--- config.mk ---
export PLATFORM = sky130hd
export DESIGN_NAME = izh_neuron_scheduler
export DESIGN_NICKNAME = d
export VERILOG_FILES = /design/src/rtl/izh_neuron_scheduler.sv
export SDC_FILE = /design/constraint.sdc
export NUM_CORES = 1
export LEC_CHECK = 0
export ABC_AREA = 1
export CORE_AREA = 2 2 281 283
export CTS_CLUSTER_SIZE = 10
export DETAILED_ROUTE_END_ITERATION = 16
export DIE_AREA = 0 0 283 285
export GPL_ROUTABILITY_DRIVEN = 0
export PLACE_DENSITY_LB_ADDON = 0.05
export SLEW_MARGIN = 10
export SYNTH_ARGS = -nofsm -noshare
export SYNTH_HDL_FRONTEND = slang
export SYNTH_SLANG_ARGS = --single-unit
--- constraint.sdc ---
create_clock -name CLOCK_50 -period 4.7 [get_ports CLOCK_50]
set_input_delay 0.47 -clock CLOCK_50 [delete_from_list [all_inputs] [get_ports CLOCK_50]]
set_output_delay 0.47 -clock CLOCK_50 [all_outputs]
set_load 0.005 [all_outputs]
--- src/rtl/izh_neuron_scheduler.sv ---
// Shares one Izhikevich update datapath across NUM_NEURONS neurons, one timestep per start pulse.
// Holds per-neuron v/u/I state and publishes the spike vector of each completed step.
module izh_neuron_scheduler #(
  parameter int          NUM_NEURONS = 8,
  parameter int          IDX_W       = $clog2(NUM_NEURONS),
  parameter logic [31:0] V_RST       = 32'hFFFF_4CCD,
  parameter logic [31:0] U_RST       = 32'hFFFF_CCCD
) (
  input  logic                   CLOCK_50,
  input  logic                   reset_n,
  input  logic                   start,
  input  logic                   cfg_we,
  input  logic [IDX_W-1:0]       cfg_idx,
  input  logic [31:0]            cfg_i,
  output logic                   busy,
  output logic                   step_done,
  output logic [NUM_NEURONS-1:0] spike_vec,
  output logic [15:0]            step_count,
  output logic                   dp_req_valid,
  input  logic                   dp_req_ready,
  output logic [31:0]            dp_v,
  output logic [31:0]            dp_u,
  output logic [31:0]            dp_i,
  input  logic                   dp_rsp_valid,
  input  logic [31:0]            dp_v_new,
  input  logic [31:0]            dp_u_new,
  input  logic                   dp_spike
);

  typedef enum logic [2:0] {IDLE, ISSUE, WAIT, WRB, DONE} state_t;

  state_t                 state;
  state_t                 state_next;
  logic [IDX_W-1:0]       idx;
  logic [NUM_NEURONS-1:0] shadow;
  logic                   last;
  logic [31:0]            v_mem [NUM_NEURONS];
  logic [31:0]            u_mem [NUM_NEURONS];
  logic [31:0]            i_mem [NUM_NEURONS];

  assign last = (idx == IDX_W'(NUM_NEURONS - 1));

  always_ff @(posedge CLOCK_50 or negedge reset_n) begin
    if (!reset_n) state <= IDLE;
    else          state <= state_next;
  end

  always_comb begin
    state_next = state;
    case (state)
      IDLE:    if (start) state_next = ISSUE;
      ISSUE:   if (dp_req_ready) state_next = WAIT;
      WAIT:    if (dp_rsp_valid) state_next = WRB;
      WRB:     state_next = last ? DONE : ISSUE;
      DONE:    state_next = IDLE;
      default: state_next = IDLE;
    endcase
  end

  always_comb begin
    busy         = (state != IDLE);
    dp_req_valid = (state == ISSUE);
  end

  // Operands are read live from the state arrays, so I is sampled at issue time.
  always_comb begin
    dp_v = '0;
    dp_u = '0;
    dp_i = '0;
    for (int n = 0; n < NUM_NEURONS; n++) begin
      if (idx == IDX_W'(n)) begin
        dp_v = v_mem[n];
        dp_u = u_mem[n];
        dp_i = i_mem[n];
      end
    end
  end

  always_ff @(posedge CLOCK_50 or negedge reset_n) begin
    if (!reset_n) begin
      idx        <= '0;
      shadow     <= '0;
      spike_vec  <= '0;
      step_count <= '0;
      step_done  <= 1'b0;
    end else begin
      step_done <= (state == DONE);
      case (state)
        IDLE: begin
          if (start) begin
            idx    <= '0;
            shadow <= '0;
          end
        end
        WRB: begin
          shadow <= shadow | (NUM_NEURONS'(dp_spike) << idx);
          if (!last) idx <= idx + IDX_W'(1);
        end
        DONE: begin
          spike_vec  <= shadow;
          step_count <= step_count + 16'd1;
        end
        default: ;
      endcase
    end
  end

  // Out-of-range cfg_idx never matches any neuron, so such writes are dropped.
  always_ff @(posedge CLOCK_50 or negedge reset_n) begin
    if (!reset_n) begin
      for (int n = 0; n < NUM_NEURONS; n++) begin
        v_mem[n] <= V_RST;
        u_mem[n] <= U_RST;
        i_mem[n] <= '0;
      end
    end else begin
      for (int n = 0; n < NUM_NEURONS; n++) begin
        if (state == WRB && idx == IDX_W'(n)) begin
          v_mem[n] <= dp_v_new;
          u_mem[n] <= dp_u_new;
        end
        if (cfg_we && cfg_idx == IDX_W'(n)) i_mem[n] <= cfg_i;
      end
    end
  end

endmodule

==> impl_metrics.yaml <==
detailed_routing:
  post_drt_wl_per_cell_um: 16.2
  avgViaCountPerCell: 5.07
  wirelength_mm: 103
  vias: 32200
  route.antenna.remaining_nets: 0
  drc: 0
  drt-initial-drc-count: 2493
  pre_repair_dr_iteration_count: 5
clocking:
  clock_pin_slew_of_the_registers_on_the_worst_case_setup_and_hold_paths_ns: 0.06
  clock_root_buffer: "sky130_fd_sc_hd__clkbuf_16"
  cts_num_sinks: 807
  cts-root-to-sink-buffers: 3
  cts_made_buffers: 94
  ctsHtreeMaxLevel: 3
  clkLatencyLatePin_ns: 0.64
  cts_tree: "done"
placed_design:
  port-buffer-count: 228
  post_place_cell_area_um2: 42100
  place_hpwl_mm: 59.5
  cell_count_after_placement: 6181
yosys:
  ys.warnings.count: 0
  seq_area_frac_synth_pct: 52.8
  synthCells: 5177
  synth.ff_latch_count: 807
  synth_compound_gate_area_share_pct: 10.2
  fraction_of_synthesized_area_in_multiplexers_pct: 0
  synth_top_cells_by_count: "sky130_fd_sc_hd__nand2_1, sky130_fd_sc_hd__nor2_1, sky130_fd_sc_hd__o21ai_0"
  count_of_flip_flops_with_a_built_in_enable_after_synthesis: 0
  asyncSetResetFlopFracSynth_pct: 100
  synthDistinctLibCells: 33
  avgSynthCellArea_um2: 7.57
  synthAdderAreaFrac_pct: 0.223
  area_share_of_the_largest_cell_type_after_synthesis_pct: 26.5
  synth_most_common_cell: "sky130_fd_sc_hd__nand2_1"
  synth.net_count: 5290
  yosys.area.top_type: "sky130_fd_sc_hd__dfrtp_1"
  synth_area_leaders: "sky130_fd_sc_hd__dfrtp_1, sky130_fd_sc_hd__dfstp_2, sky130_fd_sc_hd__nand2_1"
  syn-cell-area_um2: 39200
  ys_dominant_reg_cell: "sky130_fd_sc_hd__dfrtp_1"
  synth-xor-area-share_pct: 0.268
  synth_top_family_by_area: "simple AND/OR/NAND/NOR gates"
  synthSimpleGateAreaFrac_pct: 28.5
worst_setup_path:
  worstReg2RegEnd: "u_mem[225]"
  timing_worst_setup_path_type: "register to primary output"
  cp_max_fo: 58
  r2r-start: "idx[0]"
  r2r.worst_path.cells: 9
  worst_ep_required_time_ns: 4.23
  critical_path_start_type: "register"
  ff2ff_setup_slack_ns: 1.51
  worst_setup_path_end_kind: "primary output"
  worstPathArrival_ns: 3.67
grt:
  grt.total_usage_pct: 25.8
  global_route.overflow_total: 0
  antenna_found_initial: 3
  pin_count_of_the_biggest_net_entering_global_routing: 142
  vias_in_the_first_global_route: 30700
  global_route_wire_length_before_repair_mm: 170
power:
  power_switching_share_pct: 34.8
  internal_power_uw: 19100
  pwr_density_cell_nw_per_um2: 651
  irDropWorstVdd_uv: 403
  power_leakage_uw: 0.0226
  power_frac_clock_pct: 23.1
  fin_total_pwr_uw: 29300
  netSwitchingPower_uw: 10200
  power_frac_seq_pct: 40.9
  power_frac_comb_pct: 36.0
die:
  initial_utilization_pct: 50.3
  floorplan.core_area_um2: 78000
  fp.dieW_um: 283
  die_h_um: 285
  io-pin-count: 229
  die_area_um2: 80700
  floorplan.rows: 103
timing:
  unrepaired_setup_endpoints_after_global_routing: "false"
  report.final.slew_viol_count: 0
  worst_slew_pin_slew_ns: 1.07
  clock_skew_ns: 0.0140
  finalCriticalPeriod_ns: 4.14
  setup_viol: 0
  fin_setup_tns_ns: 0
  fmax_ghz: 0.241
  hold_violations: 0
  timing.slew.headroom_pct: 28.8
  final.period_utilization_pct: 88.2
layout:
  nNetsFinal: 5341
  fillerInstances: 7392
  final_cells: 6352
  syn_to_final_growth_pct: 14.6
  design_area_um2: 44900
  post_route_cells_drive_above_1_share_pct: 12.6
run_status:
  outcome: "finished, final reports clean"
flow_run:
  cap_viol_max_count: 0
hold_path:
  hold_class: "input pin to asynchronous set/reset pin"
flip-flops by register name, summed over array words and instances (netlist names):
register and count:
u_mem 256, i_mem 256, spike_vec 8, step_done 1, state 3, idx 3, v_mem 256, shadow 8
step_count 16
cell type report:
cell class,count,area [um^2],share of cell area [%]
Tap cell,1050,1310,2.92
Timing Repair Buffer,287,3010,6.69
Sequential cell,807,20700,46.0
Antenna cell,1,2.50,0.00557
Multi-Input combinational cell,3613,15500,34.6
Clock inverter,6,56.3,0.125
Inverter,425,1610,3.58
Clock buffer,163,2720,6.06
power by group through the flow:
stage	sequential, uW	combinational [uW]	clock, uW
finish	12000	10500	6760
global route	12300	12200	7170
CTS	11900	10700	6900
detailed placement	12000	10700	0
global placement	11900	10500	0
floorplan	11700	6670	0
kinds of logic after synthesis:
kind of cell | after synthesis
compound gates | 798
xor+xnor | 12
flops | 807
fa+ha+maj | 7
simple gates | 2796
buf+inv | 757
how the worst max path moves through the flow:
| stage | start | cells after the start | end | slack, ns |
|---|---|---|---|---|
| after floorplan | idx[2] | 14 | dp_v[27] | 2.27 |
| after global placement | idx[0] | 12 | dp_u[5] | 1.23 |
| after detailed placement | idx[0] | 12 | dp_u[5] | 1.19 |
| after CTS | idx[0] | 12 | dp_u[5] | 0.49 |
| after global routing | idx[0] | 13 | dp_v[30] | 0.34 |
| final | idx[2] | 11 | dp_v[30] | 0.56 |
metal layers:
layer	vias up	wire length, um	GRT usage, %
met2	655	47800	42.4
met4	4	1970	5.55
met3	137	4780	3.34
li1	16200	-	-
met1	15200	48200	36.8
met5	-	23	0
metrics by stage:
step           hold WS (ns)  worst slack (ns)  util (%)
2_1_floorplan         0.174              2.27         -
3_3_place_gp          0.458              1.23      54.0
3_5_place_dp          0.463              1.19      54.0
4_1_cts               0.422             0.492      57.6
5_1_grt               0.480             0.338      57.6
6_report              0.448             0.557      57.6
critical path, cell delays in order (launching register included):
cell,delay [ns]
sky130_fd_sc_hd__dfrtp_1,0.68
sky130_fd_sc_hd__buf_4,0.31
sky130_fd_sc_hd__nand2_1,0.14
sky130_fd_sc_hd__inv_6,0.50
sky130_fd_sc_hd__buf_4,0.36
sky130_fd_sc_hd__nand2_1,0.07
sky130_fd_sc_hd__nand2_1,0.06
sky130_fd_sc_hd__inv_1,0.05
sky130_fd_sc_hd__nand2_1,0.06
sky130_fd_sc_hd__nand2_1,0.04
sky130_fd_sc_hd__nand2_1,0.19
sky130_fd_sc_hd__clkdlybuf4s50_1,0.55
placed cells by master (no fill, tap or decap), types with 74 or more instances in the layout:
cell,synthesis,routed
sky130_fd_sc_hd__nand3_1,301,297
sky130_fd_sc_hd__clkdlybuf4s50_1,0,227
sky130_fd_sc_hd__nor2_1,529,529
sky130_fd_sc_hd__inv_1,363,363
sky130_fd_sc_hd__o21ai_1,299,299
sky130_fd_sc_hd__nand2_1,1856,1844
sky130_fd_sc_hd__dfrtp_1,415,415
sky130_fd_sc_hd__clkbuf_16,0,96
sky130_fd_sc_hd__or2_1,74,74
sky130_fd_sc_hd__dfstp_2,392,392
sky130_fd_sc_hd__o21ai_0,449,449
repair_timing:
action,4_1_cts,5_1_grt
gates resized for setup,0,0
hold buffers,1,0
endpoints found under the hold margin,78,0
endpoints found under the setup margin,0,0
setup buffers,0,0
(Power assumes the default switching activity.)
